### src/rtl/mem_arb_pkg.sv
// mem_arb_pkg
//   Shared types and helpers for mem_port_arbiter and its grant selector.
//   Contents:
//     owner_t        which requester owns the in-flight transaction
//     state_t        arbiter FSM states
//     SZ_B/SZ_H/SZ_W LSB access size codes
//     STARVE_CNT_W   width of the optional fetch-starvation counter
//     FETCH_LEN      fixed fetch length (16-bit parcel, bytes-1)
//     size_to_len    size code -> engine length (bytes-1)
//     len_byte_mask  engine length -> mask of the valid read-data bytes
package mem_arb_pkg;

  typedef enum logic {
    OWN_F = 1'b0,
    OWN_L = 1'b1
  } owner_t;

  typedef enum logic [1:0] {
    IDLE  = 2'd0,
    ISSUE = 2'd1,
    BUSY  = 2'd2,
    RESP  = 2'd3
  } state_t;

  localparam logic [1:0] SZ_B = 2'b00;
  localparam logic [1:0] SZ_H = 2'b01;
  localparam logic [1:0] SZ_W = 2'b10;

  localparam int STARVE_CNT_W = 3;

  localparam logic [1:0] FETCH_LEN = 2'd1;

  // Size code 11 is not a legal LSB size; it is handled as a word.
  function automatic logic [1:0] size_to_len(input logic [1:0] size);
    logic [1:0] len;
    case (size)
      SZ_B:    len = 2'd0;
      SZ_H:    len = 2'd1;
      SZ_W:    len = 2'd3;
      default: len = 2'd3;
    endcase
    return len;
  endfunction

  // Bytes above the transfer length are zeroed before data is returned.
  function automatic logic [31:0] len_byte_mask(input logic [1:0] len);
    logic [31:0] mask;
    case (len)
      2'd0:    mask = 32'h0000_00FF;
      2'd1:    mask = 32'h0000_FFFF;
      2'd2:    mask = 32'h00FF_FFFF;
      default: mask = 32'hFFFF_FFFF;
    endcase
    return mask;
  endfunction

endpackage

### src/rtl/mem_arb_grant_sel.sv
// mem_arb_grant_sel
//   Combinational winner pick for the memory port: LSB eligibility (UART
//   store gating), LSB-over-fetch priority and, when MEM_ARB_STARVE_EN is
//   defined, the fetch starvation override.
//   Ports:
//     f_req          in   fetch request
//     l_req          in   LSB request
//     l_we           in   LSB request is a store
//     l_addr         in   LSB address
//     io_buffer_full in   UART buffer full; holds stores to IO_ADDR
//     starve_cnt     in   consecutive LSB grants while fetch waited
//                         (MEM_ARB_STARVE_EN only)
//     grant_valid    out  some request may be granted
//     grant_owner    out  which request wins
//   Configuration macro: MEM_ARB_STARVE_EN
module mem_arb_grant_sel
  import mem_arb_pkg::*;
#(
  parameter int                ADDR_W  = 32,
  parameter logic [ADDR_W-1:0] IO_ADDR = 32'h30000
`ifdef MEM_ARB_STARVE_EN
  ,
  parameter int                STARVE_LIMIT = 4
`endif
) (
  input  logic              f_req,
  input  logic              l_req,
  input  logic              l_we,
  input  logic [ADDR_W-1:0] l_addr,
  input  logic              io_buffer_full,
`ifdef MEM_ARB_STARVE_EN
  input  logic [STARVE_CNT_W-1:0] starve_cnt,
`endif
  output logic              grant_valid,
  output owner_t            grant_owner
);

  logic l_eligible;
  logic fetch_forced;

  // A UART store is held while the IO buffer is full so fetch can proceed.
  // Once the starve limit is reached a waiting fetch is forced through.
  always_comb begin
    l_eligible = l_req && !(l_we && (l_addr == IO_ADDR) && io_buffer_full);
`ifdef MEM_ARB_STARVE_EN
    fetch_forced = f_req && (starve_cnt >= STARVE_CNT_W'(STARVE_LIMIT));
`else
    fetch_forced = 1'b0;
`endif
    grant_valid = l_eligible || f_req;
    grant_owner = (l_eligible && !fetch_forced) ? OWN_L : OWN_F;
  end

endmodule

### src/rtl/mem_port_arbiter.sv
// mem_port_arbiter
//   Shares one byte-serial memory engine port between ICache refill (fetch)
//   and the LoadStoreBuffer. One winning request is latched, issued to the
//   engine with a one-cycle strobe, and its data and done pulse are returned
//   to the owner after the engine completes. Flushed work is cancelled: the
//   engine is never aborted, but the done pulse is suppressed.
//   Ports:
//     clk_in, rst_in      clock, synchronous active-high reset
//     rdy_in              low freezes every register and masks p_valid
//     clear_in            pipeline flush
//     io_buffer_full      UART buffer full (gates stores to IO_ADDR)
//     f_req/f_addr        fetch request; f_done/f_rdata fetch response
//     l_req/l_we/l_addr/l_size/l_wdata   LSB request
//     l_done/l_rdata      LSB response
//     p_valid/p_we/p_addr/p_len/p_wdata  engine issue
//     p_done/p_rdata      engine completion
//     busy                FSM not idle
//   Configuration macro: MEM_ARB_STARVE_EN (fetch starvation guard)
module mem_port_arbiter
  import mem_arb_pkg::*;
#(
  parameter int                ADDR_W       = 32,
  parameter logic [ADDR_W-1:0] IO_ADDR      = 32'h30000,
  parameter int                STARVE_LIMIT = 4
) (
  input  logic              clk_in,
  input  logic              rst_in,
  input  logic              rdy_in,
  input  logic              clear_in,
  input  logic              io_buffer_full,
  input  logic              f_req,
  input  logic [ADDR_W-1:0] f_addr,
  output logic              f_done,
  output logic [31:0]       f_rdata,
  input  logic              l_req,
  input  logic              l_we,
  input  logic [ADDR_W-1:0] l_addr,
  input  logic [1:0]        l_size,
  input  logic [31:0]       l_wdata,
  output logic              l_done,
  output logic [31:0]       l_rdata,
  output logic              p_valid,
  output logic              p_we,
  output logic [ADDR_W-1:0] p_addr,
  output logic [1:0]        p_len,
  output logic [31:0]       p_wdata,
  input  logic              p_done,
  input  logic [31:0]       p_rdata,
  output logic              busy
);

  state_t      state;
  owner_t      owner;
  logic        kill;
  logic        p_valid_q;
  logic        f_done_q;
  logic        l_done_q;
  logic        grant_valid;
  owner_t      grant_owner;
  logic [31:0] resp_data;
`ifdef MEM_ARB_STARVE_EN
  logic [STARVE_CNT_W-1:0] starve_cnt;
`endif

  mem_arb_grant_sel #(
    .ADDR_W      (ADDR_W),
    .IO_ADDR     (IO_ADDR)
`ifdef MEM_ARB_STARVE_EN
    ,
    .STARVE_LIMIT(STARVE_LIMIT)
`endif
  ) u_grant_sel (
    .f_req         (f_req),
    .l_req         (l_req),
    .l_we          (l_we),
    .l_addr        (l_addr),
    .io_buffer_full(io_buffer_full),
`ifdef MEM_ARB_STARVE_EN
    .starve_cnt    (starve_cnt),
`endif
    .grant_valid   (grant_valid),
    .grant_owner   (grant_owner)
  );

  assign resp_data = p_rdata & len_byte_mask(p_len);

  // Main FSM. Done pulses are computed on the BUSY->RESP edge so they are
  // visible in the RESP cycle, one cycle after p_done. A flush during BUSY
  // only marks the transaction killed; the engine must still finish it.
  always_ff @(posedge clk_in) begin
    if (rst_in) begin
      state     <= IDLE;
      owner     <= OWN_F;
      kill      <= 1'b0;
      p_valid_q <= 1'b0;
      p_we      <= 1'b0;
      p_addr    <= '0;
      p_len     <= 2'd0;
      p_wdata   <= 32'd0;
      f_done_q  <= 1'b0;
      l_done_q  <= 1'b0;
      f_rdata   <= 32'd0;
      l_rdata   <= 32'd0;
`ifdef MEM_ARB_STARVE_EN
      starve_cnt <= '0;
`endif
    end else if (rdy_in) begin
      p_valid_q <= 1'b0;
      f_done_q  <= 1'b0;
      l_done_q  <= 1'b0;
      case (state)
        IDLE: begin
          if (grant_valid && !clear_in) begin
            state     <= ISSUE;
            owner     <= grant_owner;
            p_valid_q <= 1'b1;
            if (grant_owner == OWN_L) begin
              p_we    <= l_we;
              p_addr  <= l_addr;
              p_len   <= size_to_len(l_size);
              p_wdata <= l_wdata;
            end else begin
              p_we    <= 1'b0;
              p_addr  <= f_addr;
              p_len   <= FETCH_LEN;
              p_wdata <= 32'd0;
            end
`ifdef MEM_ARB_STARVE_EN
            if (grant_owner == OWN_F) begin
              starve_cnt <= '0;
            end else if (f_req && (starve_cnt != '1)) begin
              starve_cnt <= starve_cnt + 1'b1;
            end
`endif
          end
        end
        ISSUE: begin
          state <= clear_in ? IDLE : BUSY;
        end
        BUSY: begin
          if (clear_in) begin
            kill <= 1'b1;
          end
          if (p_done) begin
            state <= RESP;
            if (!kill && !clear_in) begin
              if (owner == OWN_L) begin
                l_rdata  <= resp_data;
                l_done_q <= 1'b1;
              end else begin
                f_rdata  <= resp_data;
                f_done_q <= 1'b1;
              end
            end
          end
        end
        RESP: begin
          state <= IDLE;
          kill  <= 1'b0;
        end
        default: state <= IDLE;
      endcase
    end
  end

  // The strobe and done pulses are masked while frozen so a stalled cycle
  // never repeats them, and a flush arriving in ISSUE or RESP cancels them
  // in the same cycle.
  assign p_valid = p_valid_q & rdy_in & ~clear_in;
  assign f_done  = f_done_q & rdy_in & ~clear_in;
  assign l_done  = l_done_q & rdy_in & ~clear_in;
  assign busy    = (state != IDLE);

endmodule

### config.mk
export PLATFORM = sky130hd
export DESIGN_NAME = mem_port_arbiter
export DESIGN_NICKNAME = d
export VERILOG_FILES = /design/src/rtl/mem_arb_pkg.sv /design/src/rtl/mem_arb_grant_sel.sv /design/src/rtl/mem_port_arbiter.sv
export SDC_FILE = /design/constraint.sdc
export NUM_CORES = 1
export LEC_CHECK = 0
export ABC_AREA = 1
export BUFFER_PORTS_ARGS = -buffer_cell sky130_fd_sc_hd__buf_2
export CAP_MARGIN = 10
export CORE_MARGIN = 2
export CORE_UTILIZATION = 47
export CTS_BUF_LIST = sky130_fd_sc_hd__clkbuf_2 sky130_fd_sc_hd__clkbuf_4 sky130_fd_sc_hd__clkbuf_8
export CTS_CLUSTER_SIZE = 20
export DETAILED_ROUTE_END_ITERATION = 16
export GPL_TIMING_DRIVEN = 0
export PLACE_DENSITY = 0.91
export SLEW_MARGIN = 30
export SYNTH_ARGS = -nofsm -noshare
export SYNTH_HDL_FRONTEND = slang
export SYNTH_SLANG_ARGS = --single-unit
### constraint.sdc
create_clock -name clk_in -period 2.2 [get_ports clk_in]
set_clock_uncertainty 0.1 [all_clocks]
set_input_delay 0.22 -clock clk_in [delete_from_list [all_inputs] [get_ports clk_in]]
set_output_delay 0.22 -clock clk_in [all_outputs]
set_load 0.005 [all_outputs]
======== After elaboration in Yosys (flattened, before gate mapping) ========
Cells that the tools add are included.
word-level totals
  word-level logic and storage cells ...... 73
  input port bits ......................... 139
  register bits ........................... 138
  output and inout bits ................... 135
operators by class
  equal/unequal tests ..................... 10
  bitwise gates (word level) .............. 9
  muxes and demuxes ....................... 23
  reductions and logical operators ........ 19
operators with widths
  cell                  number
  $pmux 32 s3           1
  $mux 32               2
  $and 32x32->32        1
  $eq 32x18->1 const B  1
  $mux 1                13
  $reduce_and 5->1      2
  $reduce_and 3->1      3
  $mux 2                4
  $pmux 2 s4            1
  $and 1x1->1           6
  $eq 2x1->1 const B    3
  $eq 2x2->1 const B    3
  $logic_not 2->1       3
  $ne 2x2->1 const B    3
  $logic_and 1x1->1     5
  $pmux 2 s2            1
  $reduce_bool 2->1     2
  $logic_not 1->1       3
  $not 1->1             2
  $pmux 1 s2            1
  $logic_or 1x1->1      1

======== Depth between registers and ports, before layout ========
Gate-level depths: netlist of the first run.
  depth in word-level cells ............... 9
  gate-level depth with buffers ........... 13
  mapped depth without buffers ............ 13

======== Modules after synthesis ========
From an unflattened synthesis of the first run, not the netlist that was laid out.
unflattened totals
  cell total of the unflattened synthesis .. 851
  area total of the unflattened synthesis .. 5,773.0 um^2
modules (own cells, without submodules)
  module             area each (um^2)  times used  sequential area each (um^2)  cells an instance
  mem_port_arbiter   5,624.1           1           2,762.6                      816
  mem_arb_grant_sel  148.9             1           0.0                          35

======== Worst setup path after synthesis of the first run ========
Ideal clock, no wire load.
  path kind ............................... register to register
  start ................................... register state[0]
  end ..................................... register p_wdata[10]
  data arrival time ....................... 1.350 ns
  library setup time ...................... 0.132 ns
  data required time ...................... 1.968 ns
  slack ................................... 0.618 ns
  cell stages (with the launch flop) ...... 10
  path buffers ............................ 3
  period minus slack after synthesis ...... 1.582 ns
  cell sequence ........................... dfxtp_1 buf_2 nor2_2 inv_2 nor3_4 nand2_2 buf_6 buf_4 nand2_1 a21oi_1
on the way
  word-level cells in the longest chain between the ends .. 2
RTL lines
  element                            line                     source
  start, declared                    mem_port_arbiter.sv:52   state_t state;
  start signal, assigned             mem_port_arbiter.sv:138  state <= clear_in ? IDLE : BUSY;
  $logic_not 2->1                    mem_port_arbiter.sv:111  case (state)
  $reduce_and 3->1 (no source line)  -
  end signal, assigned               mem_port_arbiter.sv:121  p_wdata <= l_wdata;
  end, declared                      mem_port_arbiter.sv:46   output logic [31:0] p_wdata,
Every way passes these cells.
A chain may end at the register's enable or synchronous reset.

======== Worst setup path after layout of the first run ========
  start ................................... input l_addr[23]
  end ..................................... register p_addr[11]
on the way
  word-level cells in the longest chain between the ends .. 8
  elaborated cells between the ends (all ways) .. 10
  classes of those cells .................. eq/ne (1); mux (2); reduce/logical (7)
RTL lines
  element                              line                     source
  start, declared                      mem_port_arbiter.sv:37   input logic [ADDR_W-1:0] l_addr,
  $eq 32x18->1 (*)                     mem_arb_grant_sel.sv:44  l_eligible = l_req && !(l_we && (l_addr == IO_ADDR) && io_buffer_full);
  $logic_and 1x1->1 (*) (2 in series)  mem_arb_grant_sel.sv:44
  $logic_not 1->1 (*)                  mem_arb_grant_sel.sv:44
  $logic_and 1x1->1 (*)                mem_arb_grant_sel.sv:44
  $logic_or 1x1->1                     mem_arb_grant_sel.sv:50  grant_valid = l_eligible || f_req;
  $logic_and 1x1->1                    mem_port_arbiter.sv:113  if (grant_valid && !clear_in) begin
  $reduce_and 3->1 (no source line)    -
  end signal, assigned                 mem_port_arbiter.sv:119  p_addr <= l_addr;
  end signal, assigned                 mem_port_arbiter.sv:124  p_addr <= f_addr;
  end, declared                        mem_port_arbiter.sv:44   output logic [ADDR_W-1:0] p_addr,
Every way passes the cells marked *; elsewhere a longest branch is shown, timed or not.

==> results of run 1 <==
## stage by stage
step	instances	power, mW	hold WS [ns]	utilization
global placement	1176	3.22	0.345	0.617
detailed placement	1176	3.23	0.349	0.617
floorplan	762	2.94	0.255	-
CTS	1281	5.04	0.000954	0.710
global route	1282	5.26	0.0254	0.712
finish	1282	5.07	0.0208	0.712
## worst paths after layout
kind                                  from           to  slack [ns]
worst max register to register    state[0]  p_wdata[24]        0.29
worst min-delay path            f_addr[22]   p_addr[22]        0.02
worst min register to register   p_addr[3]    p_addr[3]        0.36
worst max-delay path            l_addr[23]   p_addr[11]        0.08
## what timing repair did
item | CTS | global route
endpoints found under the hold margin | 93 | 0
setup buffers | 0 | 1
gates resized for setup | 0 | 7
endpoints found under the setup margin | 0 | 45
hold buffers | 75 | 0
## synth_stat cells, drive strengths merged
cell    count  area (um^2)
nor3        4         42.5
o21ai      72          360
nor2      101          384
nand3b      1         7.51
a311oi      1         8.76
o31ai       1         7.51
nand2     207          780
nand3      38          190
nand4       4         31.3
a21oi      98          490
a31oi       1         6.26
buf        30          195
dfxtp     138         2760
clkbuf     23         86.3
inv        37          139
a211oi      6         45.0
## power by group
group | switching (mW) | total (mW) | internal [mW]
sequential | 0.0365 | 2.60 | 2.56
clock | 0.998 | 1.77 | 0.770
combinational | 0.382 | 0.712 | 0.330
## area by class of cell
class	count	area, um^2	share of cell area
plain buffers	53	284	0.0348
clock buffers	18	241	0.0296
clock inverters	12	80.1	0.00981
inverters	37	139	0.0170
multi-input cells	534	2360	0.289
flip-flops and latches	138	2760	0.338
well taps	143	179	0.0219
repair buffers	347	2110	0.259
## metal layers
layer	vias to the layer above	track usage	routed length (um)
li1	3205	-	-
met1	3028	0.348	7530
met2	481	0.570	10300
met3	105	0.0734	1790
met4	0	0.212	1190
met5	-	0	0
## registers in the layout, summed over array words and instances, names as in the netlist, named ones only
register	count
p_wdata	32
f_rdata	32
kill	1
p_we	1
l_rdata	32
l_done_q	1
f_done_q	1
owner	1
p_len	2
p_valid_q	1
state	1
p_addr	32
## critical path, stage by stage
cell           delay, ns
dlygate4sd3_1       0.56
buf_2               0.14
nor2_1              0.10
nand3_1             0.10
nor2_2              0.15
nand3_1             0.13
nand2_2             0.11
buf_4               0.18
clkbuf_1            0.30
o21ai_0             0.18
nand2_1             0.10
a21oi_1             0.06
## logic make-up after synthesis
logic type      count (synthesis)  synth area share
compound gates                179             0.166
buf+inv                        90            0.0759
flops                         138             0.499
simple gates                  355             0.259
==> qor.yml, run 1 <==
status:
  outcome: "complete, no violations"
final_layout:
  antenna_cells: 0
  postLayoutCellArea_mm2: 0.00816
  drive_above_1_share: 0.307
  fin_nets: 1267
  final_cell_mix: "buf_2, nand2_1, dfxtp_1"
  fill_cells: 845
  layout_commonest_cell: "buf_2"
  syn2layout_area_growth_pct: 47.4
floorplanning:
  design.die.area_mm2: 0.0127
  dieWidth_um: 113
  io_pins: 274
  die_h_um: 113
  initial_utilization: 0.483
  std_cell_rows: 39
  core_area_mm2: 0.0115
global_routing:
  antenna_found_initial: 0
  grt_pass1_vias: 6677
  grt_pass1_wl_um: 32200
  grt_max_degree: 17
  grtUsageTotal: 0.324
  overflow: 0
hold_path:
  worstHoldPathCells: 5
  hp-class: "in2reg"
critical_path:
  critPathRequiredTime_ns: 2.43
  path_class: "in2reg"
  endpoint_kind: "flop"
  crit_path_max_fanout: 10
  worstPathArrival_ns: 2.35
  cp-start-kind: "primary input"
  r2r_cells: 8
clocking:
  numCtsBuffers: 17
  clk_latency_ns: 0.45
  ctsLongestPathBuffers: 2
  htree_num_levels: 4
  clock-sinks: 138
  cts_tree: "done"
  root_buffer: "clkbuf_8"
  clk_pin_slew_ns: 0.08
placement:
  place_area_mm2: 0.00707
  gp_congestion: 0.883
  portBuffers: 271
  dp_hpwl_um: 13500
  dp_slack_ns: 0.131
timing:
  fin_tns_setup_ns: 0
  fin_crit_ns: 2.12
  max_slew_margin: 0.645
  tightest_slew_ns: 0.533
  finalWorstSetupSlack_ns: 0.0799
  hold_violations: 0
  final-max-slew-violation-count: 0
  fmax_mhz: 472
  period_share: 0.964
  setup_viol_count_final: 0
  rsz0062_at_grt: "no"
power:
  peakVddDrop_uv: 561
  p_per_area_mw_per_mm2: 622
  p_leak_nw: 4.02
synthesis:
  syn_inst: 762
  synth_cell_types: 25
  ys_seq_area_frac: 0.499
  syn_area_mm2: 0.00554
  syn_area_per_cell_um2: 7.27
  yosys_warnings: 0
  ys_ff_latch: 138
  synthesis.nets: 901
drt:
  final_antenna_net_count: 0
  wl_per_cell_um: 16.2
  drtPass1Iterations: 8
  drc: 0
  vias: 6819
  drt_iter0_markers: 723
  detail_route.vias_per_cell: 5.32
  drt_wl_total_um: 20800
run:
  cap_violations: 0
No activity file was read; power rests on OpenSTA's default activity.
==> run 2, diff against run 1 <==
Settings changed: BUFFER_PORTS_ARGS -buffer_cell sky130_fd_sc_hd__buf_2 to default, CORE_UTILIZATION 47 to 49, DONT_BUFFER_PORTS from default to 1, PLACE_DENSITY 0.91 to 0.73.
==> run 2 against run 1 <==
  * First-iteration DRC count down 28%
  * Sequential share of layout area up 2.9 points
  * Die area decreased by 3.9%
  * Sequential power barely moved
  * Worst hold slack improved by 0.021 ns
  * Final cell count fell by 16%
  * Fmax increased by 2.8%
  * Clock-buffer cell count grew 5
  * Global-route usage down 0.73 points
  * Via count decreased by 10%
  * Flip-flop and latch count did not move
  * Highest routed layer unchanged
==> qor.yml, run 2 (synthesis gave the netlist of run 1 again) <==
status:
  outcome: "complete, no violations"
drt:
  vias: 6111
  drt_iter0_markers: 519
  wl_per_cell_um: 18.6
  drt_wl_total_um: 20000
  detail_route.vias_per_cell: 5.70
  drtPass1Iterations: 5
  drc: 0
  final_antenna_net_count: 0
timing:
  fin_crit_ns: 2.06
  setup_viol_count_final: 0
  hold_slack_ns: 0.0415
  final-max-slew-violation-count: 0
  finalWorstSetupSlack_ns: 0.138
  max_slew_margin: 0.628
  fin_tns_setup_ns: 0
  hold_violations: 0
  tightest_slew_ns: 0.558
  period_share: 0.937
  fmax_mhz: 485
floorplanning:
  core_area_mm2: 0.0109
  io_pins: 274
  die_h_um: 110
  std_cell_rows: 38
  design.die.area_mm2: 0.0122
  dieWidth_um: 110
  initial_utilization: 0.506
power:
  switchingPower_mw: 1.37
  peakVddDrop_uv: 488
  p_per_area_mw_per_mm2: 704
  swShare: 0.259
  intPower_mw: 3.92
  clkPwrFrac: 0.385
  p_leak_nw: 3.04
  pwr-share-seq: 0.495
  combPwrFrac: 0.120
global_routing:
  antenna_found_initial: 0
  use_met2: 0.568
  met1_usage: 0.317
  grtUsageMet3: 0.0999
  gr-max-usage-layer: "met2"
  grt_pass1_wl_um: 29200
  overflow: 0
  grtUsageTotal: 0.317
  grt_pass1_vias: 6136
  grt_max_degree: 17
critical_path:
  critPathRequiredTime_ns: 2.47
  worstPathArrival_ns: 2.34
  cp-start-kind: "flop"
  crit_path_max_fanout: 8
  path_class: "reg2reg"
  endpoint_kind: "flop"
clocking:
  root_buffer: "clkbuf_8"
  htree_num_levels: 4
  numCtsBuffers: 17
  clock-sinks: 138
  clk_pin_slew_ns: 0.08
  ctsLongestPathBuffers: 2
  clk_latency_ns: 0.44
  cts_tree: "done"
final_layout:
  drive_above_1_share: 0.0825
  fin_nets: 1059
  antenna_cells: 0
  final_cell_mix: "nand2_1, dfxtp_1, dlygate4sd3_1"
  layout_commonest_cell: "nand2_1"
  syn2layout_area_growth_pct: 35.6
  fin_util: 0.687
placement:
  dp_slack_ns: 0.107
  portBuffers: 0
  gp_congestion: 0.899
  dp_hpwl_um: 12700
hold_path:
  hp-class: "in2reg"
run:
  cap_violations: 0
## run 2: cell count changes in the layout (fill, tap and decap cells not counted), sizes merged
cell / change
buf: -270
bufinv: +1
clkbuf: +5
clkinv: -2
clkinvlp: -1
dlygate4sd3: +62
inv: -1
## run 2: power groups by stage
stage / logic, mW / clock network [mW] / registers (mW)
2_1_floorplan: 0.286 / 0 / 2.65
3_3_place_gp: 0.362 / 0 / 2.67
3_5_place_dp: 0.375 / 0 / 2.67
4_1_cts: 0.590 / 2.05 / 2.62
5_1_grt: 0.689 / 2.15 / 2.62
6_report: 0.634 / 2.04 / 2.62
## run 2: layer usage
layer / part of all wire / routed length (um)
met1: 0.35 / 6910
met2: 0.51 / 10100
met3: 0.097 / 1950
met4: 0.051 / 1020
met5: 0 / 0
## run 2: timing repair
item / in CTS / in global routing
gates resized for setup: 0 / 0
hold buffers: 137 / 0
buffers inserted: 0 / 2
endpoints found under the hold margin: 133 / 0
setup endpoints to repair: 0 / 34
## run 2: worst paths after layout
kind                            startpoint         to  cells after the start  slack, ns
worst min register to register   p_valid_q  p_valid_q                      2       0.37
worst max register to register    state[0]   p_len[1]                      8       0.14
worst min-delay path                rdy_in       kill                      2       0.04
worst max-delay path              state[0]   p_len[1]                      8       0.14
## run 2: layout make-up
class | count | area [um^2]
clock inverter | 9 | 88.8
fill | 820 | 3430
clock buffer | 23 | 310
buffer | 53 | 282
sequential | 138 | 2760
multi-input combinational | 534 | 2350
timing repair buffer | 139 | 1400
tap | 140 | 175
inverter | 37 | 139
## run 2: stage by stage
step / cells / instance area, um^2 / total power, mW
5_1_grt: 1073 / 7510 / 5.46
3_5_place_dp: 902 / 5710 / 3.05
3_3_place_gp: 902 / 5710 / 3.03
2_1_floorplan: 762 / 5540 / 2.94
6_report: 1073 / 7510 / 5.29
4_1_cts: 1071 / 7480 / 5.26
## run 2: worst max-delay path: stages, from the launching register on
cell,delay [ns]
dfxtp_1,0.30
buf_2,0.15
nor2_2,0.14
inv_2,0.10
nor3_4,0.23
buf_12,0.15
nand3_1,0.08
dlygate4sd3_1,0.60
a21oi_1,0.15
==> run 3, diff against run 2 <==
Settings changed: CORE_MARGIN 2 to default.
==> run 3 against run 2 <==
  * Final cell count about the same
  * Clock power about the same
  * Critical path depth unchanged
  * First-iteration DRC count down 8.7%
  * Combinational power about the same
  * Worst hold slack better by 0.0080 ns
  * Critical path type unchanged
  * Critical endpoint unchanged
==> qor.yml, run 3 (synthesis gave the netlist of run 1 again) <==
floorplanning:
  core_area_mm2: 0.0109
  dieWidth_um: 108
  design.die.area_mm2: 0.0117
  initial_utilization: 0.506
  io_pins: 274
  die_h_um: 108
  std_cell_rows: 38
placement:
  gp_congestion: 0.915
  placed_cells: 902
  portBuffers: 0
  dp_hpwl_um: 12200
timing:
  fin_tns_setup_ns: 0
  max_slew_margin: 0.630
  hold_slack_ns: 0.0494
  hold_violations: 0
  setup_viol_count_final: 0
  fin_crit_ns: 2.04
  tightest_slew_ns: 0.555
  fmax_mhz: 491
  final-max-slew-violation-count: 0
  period_share: 0.926
  rsz0062_at_grt: "no"
critical_path:
  cp-start-kind: "flop"
  crit_path_max_fanout: 8
  path_class: "reg2reg"
  crit_buf_inv: 4
  slowest_stage: "dlygate4sd3_1"
  path_cells: "buf_2 > nor2_2 > inv_2 > nor3_4 > buf_12 > nand3_1 > dlygate4sd3_1 > a21oi_1"
  endpoint_kind: "flop"
  critPathTopFamily: "buffers and inverters"
  max_stage_delay_ns: 0.60
  worstPathArrival_ns: 2.31
  critPathRequiredTime_ns: 2.48
clocking:
  root_buffer: "clkbuf_8"
  clk_pin_slew_ns: 0.08
  numCtsBuffers: 17
  clock-sinks: 138
  cts_tree: "done"
  clk_latency_ns: 0.44
  htree_num_levels: 4
  ctsLongestPathBuffers: 2
power:
  p_per_area_mw_per_mm2: 707
  peakVddDrop_uv: 715
  p_leak_nw: 3.03
final_layout:
  final_cell_mix: "nand2_1, dfxtp_1, dlygate4sd3_1"
  drive_above_1_share: 0.0826
  fill_cells: 822
  syn2layout_area_growth_pct: 35.5
  instances_no_fill: 1072
  antenna_cells: 0
  multi_input_area_mm2: 0.00235
  layout_commonest_cell: "nand2_1"
  seqCellArea_mm2: 0.00276
  fin_nets: 1059
status:
  outcome: "complete, no violations"
drt:
  detail_route.vias_per_cell: 5.63
  drt_iter0_markers: 474
  final_antenna_net_count: 0
  wl_per_cell_um: 18.0
  drtPass1Iterations: 5
  drt_wl_total_um: 19200
  vias: 6036
  drc: 0
hold_path:
  hp-class: "in2reg"
global_routing:
  grt_pass1_wl_um: 28600
  overflow: 0
  grtUsageTotal: 0.321
  grt_pass1_vias: 5976
  grt_max_degree: 17
  antenna_found_initial: 0
run:
  cap_violations: 0
run 3: changes by cell type in the layout (fill, tap and decap cells not counted):
cell       change
bufinv_16      +1
inv_6          +1
clkbuf_1       -1
inv_8          +1
clkbuf_8       -5
clkinv_4       +1
clkbuf_2       +1
run 3: per-layer routing:
metal,GRT usage,share of wire
met1,0.328,0.35
met4,0.189,0.040
met3,0.0983,0.10
met2,0.577,0.50
met5,0,0
run 3: what timing repair did:
item / in CTS / in global routing
hold endpoints to repair: 133 / 0
setup endpoints to repair: 0 / 5
resized for setup: 0 / 2
hold buffers: 137 / 0
setup buffers: 0 / 2
run 3: stage by stage:
step | setup WS [ns] | instance area (um^2) | utilization | power, mW
final | 0.163 | 7500 | 0.686 | 5.30
after global routing | 0.0533 | 7500 | 0.686 | 5.46
after CTS | 0.0619 | 7470 | 0.683 | 5.28
after detailed placement | 0.151 | 5710 | 0.522 | 3.05
after global placement | 0.219 | 5710 | 0.522 | 3.03
after floorplan | 0.618 | 5540 | - | 2.94
run 3: final cells by class:
| cell class | count | area share |
|---|---|---|
| buffer | 53 | 0.0377 |
| clock buffer | 18 | 0.0322 |
| clock inverter | 13 | 0.0197 |
| inverter | 37 | 0.0185 |
| multi-input combinational | 534 | 0.314 |
| sequential | 138 | 0.368 |
| tap | 140 | 0.0234 |
| timing repair buffer | 139 | 0.186 |
run 3: final timing paths:
kind	from	end	slack, ns	depth (start not counted)
max	state[0]	p_len[1]	0.16	8
min	rdy_in	kill	0.05	2
max reg2reg	state[0]	p_len[1]	0.16	8
min reg2reg	f_done_q	f_done_q	0.37	2
run 3: report_power, final:
group,internal (mW),switching [mW],leakage [nW]
Combinational,0.304,0.326,1.73
Clock,1.02,1.03,0.190
Sequential,2.56,0.0578,1.12
run 3: worst reg2reg max path: cells and delay by family (launching register included):
family,cells,cell delay [ns]
flip-flops,1,0.30
AND/OR/NAND/NOR,3,0.43
buffers and inverters,4,0.99
AO/OA/AOI/OAI,1,0.14
